<file path="src/rtl/fetch_unit.sv">
// fetch_unit: instruction-fetch front end driving the Icache read port.
// Owns the PC, issues fetches, buffers {instruction, PC} pairs for decode,
// and restarts on redirects.
// Optional macro FETCH_PERF_EN adds perf_fetch_cnt / perf_stall_cnt outputs.
module fetch_unit #(
    parameter logic [63:0] RESET_PC   = 64'h0,
    parameter int unsigned FIFO_DEPTH = 4
) (
    input  logic        clk,
    input  logic        reset,
    output logic [63:0] ic_addr,
    output logic        ic_read_en,
    input  logic [31:0] ic_data,
    input  logic        ic_stall,
    output logic        inst_valid,
    output logic [31:0] inst_data,
    output logic [63:0] inst_pc,
    input  logic        inst_ready,
    input  logic        redirect_valid,
    input  logic [63:0] redirect_pc
`ifdef FETCH_PERF_EN
    ,
    output logic [31:0] perf_fetch_cnt,
    output logic [31:0] perf_stall_cnt
`endif
);

    localparam int unsigned PTR_W = (FIFO_DEPTH > 1) ? $clog2(FIFO_DEPTH) : 1;
    localparam int unsigned CNT_W = $clog2(FIFO_DEPTH + 1);

    typedef enum logic [1:0] {
        ST_BOOT,
        ST_RUN,
        ST_STALL,
        ST_FULL
    } state_e;

    state_e             state_q;
    logic [63:0]        pc_q;
    logic [PTR_W-1:0]   rd_ptr_q;
    logic [PTR_W-1:0]   wr_ptr_q;
    logic [CNT_W-1:0]   count_q;
    logic [31:0]        mem_data_q [FIFO_DEPTH];
    logic [63:0]        mem_pc_q   [FIFO_DEPTH];
    logic               inst_valid_q;
    logic [31:0]        inst_data_q;
    logic [63:0]        inst_pc_q;

    logic               full_c;
    logic               read_en_c;
    logic               push_c;
    logic               pop_c;
    logic [CNT_W-1:0]   count_after_pop_c;
    logic [CNT_W-1:0]   count_d;
    logic [PTR_W-1:0]   rd_ptr_d;

    // Request, push/pop qualification and next occupancy; redirect kills both.
    always_comb begin
        full_c            = (count_q == CNT_W'(FIFO_DEPTH));
        read_en_c         = ((state_q == ST_RUN) || (state_q == ST_STALL))
                            && !redirect_valid && !full_c;
        push_c            = read_en_c && !ic_stall;
        pop_c             = inst_valid_q && inst_ready && !redirect_valid;
        count_after_pop_c = count_q - CNT_W'(pop_c);
        count_d           = count_after_pop_c + CNT_W'(push_c);
        rd_ptr_d          = rd_ptr_q + PTR_W'(pop_c);
    end

    assign ic_addr    = pc_q;
    assign ic_read_en = read_en_c;
    assign inst_valid = inst_valid_q;
    assign inst_data  = inst_data_q;
    assign inst_pc    = inst_pc_q;

    // Buffer storage; entries are only read after being written.
    always_ff @(posedge clk) begin
        if (push_c) begin
            mem_data_q[wr_ptr_q] <= ic_data;
            mem_pc_q[wr_ptr_q]   <= pc_q;
        end
    end

    // FSM, PC, buffer pointers and registered head outputs.
    always_ff @(posedge clk or negedge reset) begin
        if (!reset) begin
            state_q      <= ST_BOOT;
            pc_q         <= RESET_PC;
            rd_ptr_q     <= '0;
            wr_ptr_q     <= '0;
            count_q      <= '0;
            inst_valid_q <= 1'b0;
            inst_data_q  <= '0;
            inst_pc_q    <= '0;
        end else if (redirect_valid) begin
            state_q      <= ST_RUN;
            pc_q         <= {redirect_pc[63:2], 2'b00};
            rd_ptr_q     <= '0;
            wr_ptr_q     <= '0;
            count_q      <= '0;
            inst_valid_q <= 1'b0;
        end else begin
            if (push_c) begin
                pc_q     <= pc_q + 64'd4;
                wr_ptr_q <= wr_ptr_q + PTR_W'(1);
            end
            rd_ptr_q     <= rd_ptr_d;
            count_q      <= count_d;
            inst_valid_q <= (count_d != '0);
            // Head comes from the bypassed fetch when the buffer drains to it.
            if (count_d != '0) begin
                if (count_after_pop_c == '0) begin
                    inst_data_q <= ic_data;
                    inst_pc_q   <= pc_q;
                end else begin
                    inst_data_q <= mem_data_q[rd_ptr_d];
                    inst_pc_q   <= mem_pc_q[rd_ptr_d];
                end
            end
            case (state_q)
                ST_BOOT: state_q <= ST_RUN;
                ST_RUN, ST_STALL: begin
                    if (read_en_c && ic_stall)
                        state_q <= ST_STALL;
                    else if (count_d == CNT_W'(FIFO_DEPTH))
                        state_q <= ST_FULL;
                    else
                        state_q <= ST_RUN;
                end
                ST_FULL: if (pop_c) state_q <= ST_RUN;
                default: state_q <= ST_BOOT;
            endcase
        end
    end

`ifdef FETCH_PERF_EN
    logic [31:0] perf_fetch_q;
    logic [31:0] perf_stall_q;

    // Completed-fetch and stalled-request counters, free-running modulo 2^32.
    always_ff @(posedge clk or negedge reset) begin
        if (!reset) begin
            perf_fetch_q <= '0;
            perf_stall_q <= '0;
        end else begin
            if (push_c)
                perf_fetch_q <= perf_fetch_q + 32'd1;
            if (read_en_c && ic_stall)
                perf_stall_q <= perf_stall_q + 32'd1;
        end
    end

    assign perf_fetch_cnt = perf_fetch_q;
    assign perf_stall_cnt = perf_stall_q;
`endif

endmodule

</file>
<file path="config.mk">
export PLATFORM = sky130hd
export DESIGN_NAME = fetch_unit
export DESIGN_NICKNAME = d
export VERILOG_FILES = /design/src/rtl/fetch_unit.sv
export SDC_FILE = /design/constraint.sdc
export NUM_CORES = 1
export LEC_CHECK = 0
export BUFFER_PORTS_ARGS = -buffer_cell sky130_fd_sc_hd__buf_2
export CORE_UTILIZATION = 46
export DETAILED_ROUTE_END_ITERATION = 12
export PLACE_DENSITY = 0.7
export SYNTH_ARGS = -nofsm -noshare
export SYNTH_HDL_FRONTEND = slang
export SYNTH_SLANG_ARGS = --single-unit
</file>
<file path="constraint.sdc">
create_clock -name clk -period 6.66 [get_ports clk]
set_input_delay 0.999 -clock clk [delete_from_list [all_inputs] [get_ports clk]]
set_output_delay 0.999 -clock clk [all_outputs]
set_load 0.01 [all_outputs]
</file>
# --- Yosys cells after proc, flatten, opt, wreduce, memory -nomap -nowiden ---
# Memory sizes are Yosys's and may differ from the RTL's.
# Cells that the tools add are included.
word_totals:
  input_bits: 101
  register_bits: 170
  mem_bits_rw: 384
  wordCells: 54
  out_inout_bits: 162
  mem_count: 2
mem_list:
  columns: ["memory", "words", "width", "rd", "rd_ports_with_merged_regs", "wr", "line", "text"]
  rows:
  - ["mem_pc_q", 4, 64, 1, 0, 1, "44", "logic [63:0] mem_pc_q [FIFO_DEPTH];"]
  - ["mem_data_q", 4, 32, 1, 0, 1, "43", "logic [31:0] mem_data_q [FIFO_DEPTH];"]
op_classes:
  n_bitwise: 1
  n_mux: 16
  n_addsub: 5
  eq_ne: 6
  n_reduce_logical: 16
op_table:
  columns: ["cell", "count"]
  rows:
  - ["$mux W64", 3]
  - ["$add A64 B3 Y64 const B", 1]
  - ["$mux W32", 1]
  - ["$mux W2", 7]
  - ["$eq A3 B3 Y1 const B", 2]
  - ["$logic_and A1 B1 Y1", 6]
  - ["$pmux W2 S3", 1]
  - ["$eq A2 B2 Y1 const B", 2]
  - ["$add A3 B1 Y3", 1]
  - ["$logic_not A1 Y1", 3]
  - ["$logic_not A3 Y1", 1]
  - ["$mux W1", 3]
  - ["$mux W3", 1]
  - ["$ne A3 B3 Y1 const B", 1]
  - ["$reduce_bool A3 Y1", 1]
  - ["$sub A3 B1 Y3", 1]
  - ["$add A2 B1 Y2", 1]
  - ["$add A2 B1 Y2 const B", 1]
  - ["$eq A2 B1 Y1 const B", 1]
  - ["$logic_not A2 Y1", 1]
  - ["$reduce_and A2 Y1", 1]
  - ["$reduce_bool A2 Y1", 1]
  - ["$reduce_or A2 Y1", 1]
  - ["$logic_or A1 B1 Y1", 1]
  - ["$not A1 Y1", 1]

# --- Longest topological paths before layout ---
depth:
  depth_word: 11
  ltp_mapped: 14

# --- Worst setup path after synthesis ---
# No wires, ideal clock.
synth_path:
  kind: "input-to-reg"
  from: "input port redirect_valid"
  to: "memory mem_data_q[0][0] (enable)"
  arrival_ps: 4232
  cell_stages: 7
  required_time_ps: 6197
  setup_time_ps: 463
  n_path_buf: 3
  setup_slack_ps: 1965
  cell_sequence: "nor2_1 -> nand3_1 -> buf_2 -> inv_2 -> clkbuf_1 -> clkbuf_1 -> and2_1"
synth_via:
  elab_chain_cells: 6
synth_lines:
  columns: ["item", "line", "text"]
  rows:
  - ["start, declared", "19", "input logic redirect_valid,"]
  - ["$logic_not A1 Y1", "61", "&& !redirect_valid && !full_c;"]
  - ["$logic_and A1 B1 Y1 (2 in series)", "61", null]
  - ["$logic_and A1 B1 Y1", "62", "push_c = read_en_c && !ic_stall;"]
  - ["$mux W1", "77", "if (push_c) begin"]
  - ["$mux W1 (not written as such)", "78", "mem_data_q[wr_ptr_q] <= ic_data;"]
  - ["end, declared", "43", null]
# No other way between the ends.

# --- Worst setup path in the final report ---
layout_path:
  from: "input port redirect_valid"
  to: "register inst_pc_q[48] (netlist: inst_pc[48])"
layout_via:
  elab_chain_cells: 7
  word_cells_on_any_way: 14
  cone_classes: "add/sub: 3; mux: 1; bitwise: 1; reduce/logical: 8; memory: 1"
layout_lines:
  columns: ["item", "line", "text"]
  rows:
  - ["branches (longest 7 deep; another with $sub A3 B1 Y3)", null, null]
  - ["end signal, assigned", "113", "inst_pc_q <= pc_q;"]
  - ["end signal, assigned", "116", "inst_pc_q <= mem_pc_q[rd_ptr_d];"]
  - ["end, declared", "47", "logic [63:0] inst_pc_q;"]
# Parallel ways; which one is timed is not known.
# A chain may end at the register's enable or synchronous reset.

==> flow_metrics.tcl <==
set metrics [dict create \
    run_status "finished clean" \
    multi_input_gate_area_sq_um 9016 \
    share_seq_of_total_power 0.431 \
    cts_tree "yes" \
    ys_ff_latch 542 \
    grt_remaining_overflow 0 \
    path_type_of_the_worst_min_delay_path "in -> async" \
    timing.critical_path.arrival_ns 4.32 \
    die_x_microns 236.0 \
    postSynthAreaPerCell_sq_um 11.46 \
    timing.final.crit_period_ns 3.789 \
    initialDrtViolationCount 1963 \
    unrepaired_setup_endpoints_after_global_routing "no" \
    drt_drc_violations_left 0 \
    final_cell_area_sq_um 28810 \
    worstPathRequired_ns 7.20 \
    slew_viol_final 0 \
    met3WireLength_microns 7868 \
    postRouteAntennaNets 0 \
    yosysUniqueCellTypes 64 \
    ios 263 \
    final.setup.tns_ns 0 \
    yosys_most_used_dff "edfxtp_1" \
    tritoncts.num_buffers 57 \
    postCtsSetupBuffers 0 \
    irDropWorstVdd_mv 0.3367 \
    crit_path_start_kind "input pin" \
    cts-hold-fix-buffers 0 \
    wl_microns 77790 \
    drv_cap 0 \
    asyncSetResetFlopFracSynth 0.3063 \
    grt_start_max_net_pins 201 \
    p_int_uw 7246 \
    clock_pin_slew_on_the_worst_setup_and_hold_paths_ns 0.06 \
    finish.net_count 2478 \
    viasPerCell 6.480 \
    initial_antenna_violation_count 3 \
    cell_at_the_root_of_the_clock_tree "clkbuf_16" \
    setup-violations-final 0 \
    die-area_sq_um 55680 \
    placed_cells 3005 \
    power.share.switching 0.3509 \
    criticalPathCategory "in -> reg" \
    crit_path_end_kind "register" \
    ctsHtreeMaxLevel 2 \
    initial_util 0.4670 \
    fmax_ghz 0.2639 \
    area_growth_pct 14.41 \
    r2r_setup_slack_ns 3.03 \
    cellLeakagePower_uw 0.01026 \
    timing.final.hold_violations 0 \
    core_area_sq_um 53920 \
    max_slew.worst_pin.slew_ns 1.268 \
    routedLengthMet1_microns 30410 \
    worst-path-max-fanout 54 \
    grt_use_total 0.2739 \
    power.density_cell_area_nw_per_um2 387.5 \
    pwr-share-comb 0.292 \
    numPortBuffers 256 \
    post_synth_instance_area_sq_um 25180 \
    detailroute.via_count 20205 \
    clkSinkCount 542 \
    wire_length_per_cell_after_detailed_routing_microns 24.95 \
    drt_pre_antenna_iters 6 \
    highest_layer "met4" \
    worst_hold_slack_ns 0.4270 \
    place_area_sq_um 26970 \
    post-route-period-util 0.5689 \
    drive_above_1_share 0.1689 \
    number_of_global_route_vias_before_repair 19956 \
    die_h_microns 236.0 \
    insertion_delay_ns 0.61 \
    synthesis.yosys.warnings 0 \
    maxSlewHeadroom 0.1545 \
    layout.area.seq_sq_um 15440 \
    skew_ns 0.01979 \
    place.gp.congestion 0.8268 \
    fill_cells 4597 \
    fin_cells 3118 \
    synth_cells 2198 \
    met2_routed_wirelength_microns 36600 \
    cts_max_path_buffers 3 \
    pwr-share-clk 0.277 \
    power_switching_uw 3918 \
    synth_edf_count 376 \
    postCtsResizedCells 0 \
    post-dp-hpwl_microns 44940 \
    first_pass_grt_wire_length_microns 116900 \
    synth_sequential_area_ratio 0.6134 \
    placementRows 85 \
]
==> Yosys cell counts (6+ instances only) <==
master	number	area (sq um)
mux2i_1	95	950.9
buf_4	7	52.55
ha_1	9	112.6
nand3b_1	12	90.09
nand3_1	138	690.7
a21oi_1	105	525.5
nand2_1	446	1674
edfxtp_1	376	11290
and2_1	7	43.79
nor2b_1	11	68.82
a221o_1	101	1011
o211ai_1	17	127.6
o21ai_0	42	210.2
a31oi_1	16	100.1
xor2_1	6	52.55
nand4_1	24	150.1
buf_1	12	45.04
and4_1	8	70.07
and3_1	14	87.58
nor4_1	6	37.54
a32oi_1	188	1647
dfrtp_1	166	4154
inv_1	13	48.80
buf_2	43	215.2
nor3_1	10	50.05
nor2_1	135	506.7
clkbuf_1	118	442.9
==> power by group through the flow <==
| stage | sequential, uW | clock, uW | combinational, uW |
|---|---|---|---|
| final | 4810 | 3090 | 3260 |
| after global routing | 4880 | 3250 | 3520 |
| after CTS | 4810 | 3130 | 3260 |
| after global placement | 4840 | 0 | 3170 |
| after floorplan | 4860 | 0 | 1900 |
| after detailed placement | 4870 | 0 | 3230 |
==> cell families (layout without fill, tap and decap cells) <==
group | after synthesis | after routing | share of synthesized area
simple gates | 840 | 840 | 0.1500
flops | 542 | 542 | 0.6134
buf+inv | 195 | 410 | 0.03230
other cells | 1 | 10 | 0.0001489
fa+ha+maj | 9 | 9 | 0.004472
xor+xnor | 10 | 10 | 0.003777
compound gates | 502 | 502 | 0.1546
mux | 99 | 99 | 0.04134
==> per-layer routing <==
| layer | vias up | global-route usage |
|---|---|---|
| met3 | 191 | 0.05219 |
| met1 | 9998 | 0.3583 |
| li1 | 8788 | - |
| met4 | 0 | 0.1274 |
| met5 | - | 0 |
| met2 | 1228 | 0.4412 |
==> final cells by class <==
type / count / share of cell area
Antenna cell: 6 / 0.0005212
Clock buffer: 86 / 0.05863
Clock inverter: 21 / 0.004517
Inverter: 14 / 0.001824
Multi-Input combinational cell: 1464 / 0.3130
Sequential cell: 542 / 0.5361
Tap cell: 696 / 0.03023
Timing Repair Buffer: 289 / 0.05520
==> per-stage QoR <==
step             util  setup WS [ns]  total power [uW]
5_1_grt        0.5340          2.761             11650
4_1_cts        0.5340          2.917             11190
3_5_place_dp   0.5003          2.279              8103
6_report       0.5343          2.871             11160
3_3_place_gp   0.5003          2.315              8004
2_1_floorplan       -          1.965              6763
==> worst paths after layout <==
check,end,cells after the start,start
setup / recovery,inst_pc[48],9,redirect_valid
hold / removal,inst_data[15],1,reset
setup reg to reg,inst_pc[48],8,count_q[0]
hold reg to reg,inst_data[20],2,inst_data[20]
max in group asynchronous,inst_pc[25],2,reset
min in group clk,inst_data[20],2,inst_data[20]
==> critical path, cell delays in order <==
cell and delay (ns):
buf_4 0.21, nor4bb_2 0.49, ha_1 0.28, xor2_2 0.13
nor4_4 0.33, buf_4 0.59, buf_4 0.80, a32oi_1 0.21
a21oi_1 0.21
==> layout by cell type, fill, tap and decap left out, types with 5 or more instances in the layout <==
master / synthesis / layout
o21ai_0: 42 / 42
diode_2: 0 / 6
nand3_1: 138 / 137
clkbuf_8: 0 / 10
nand3b_1: 12 / 12
edfxtp_1: 376 / 376
clkinv_1: 0 / 7
mux2i_1: 95 / 95
and3_1: 14 / 14
nand2_1: 446 / 446
buf_2: 43 / 254
nor4_1: 6 / 6
clkbuf_1: 118 / 17
xor2_1: 6 / 6
and4_1: 8 / 8
inv_1: 13 / 13
buf_4: 7 / 30
a32oi_1: 188 / 188
ha_1: 9 / 9
a31oi_1: 16 / 16
a21o_1: 5 / 5
or3_1: 5 / 5
o311ai_0: 5 / 5
nor2b_1: 11 / 9
and2_4: 0 / 5
dfrtp_1: 166 / 166
a221o_1: 101 / 101
o211ai_1: 17 / 17
nor2_1: 135 / 132
clkbuf_16: 0 / 60
clkinv_2: 0 / 10
nand4_1: 24 / 24
a21oi_1: 105 / 103
nor3_1: 10 / 10
==> sequential cells by signal (all words and copies together), names as in the netlist <==
register    cells
mem_pc_q      248
inst_valid      1
rd_ptr_q        2
ic_addr        62
mem_data_q    128
state_q         2
inst_pc        62
inst_data      32
count_q         3
wr_ptr_q        2
Note: power is estimated with default switching activity, not from simulation.
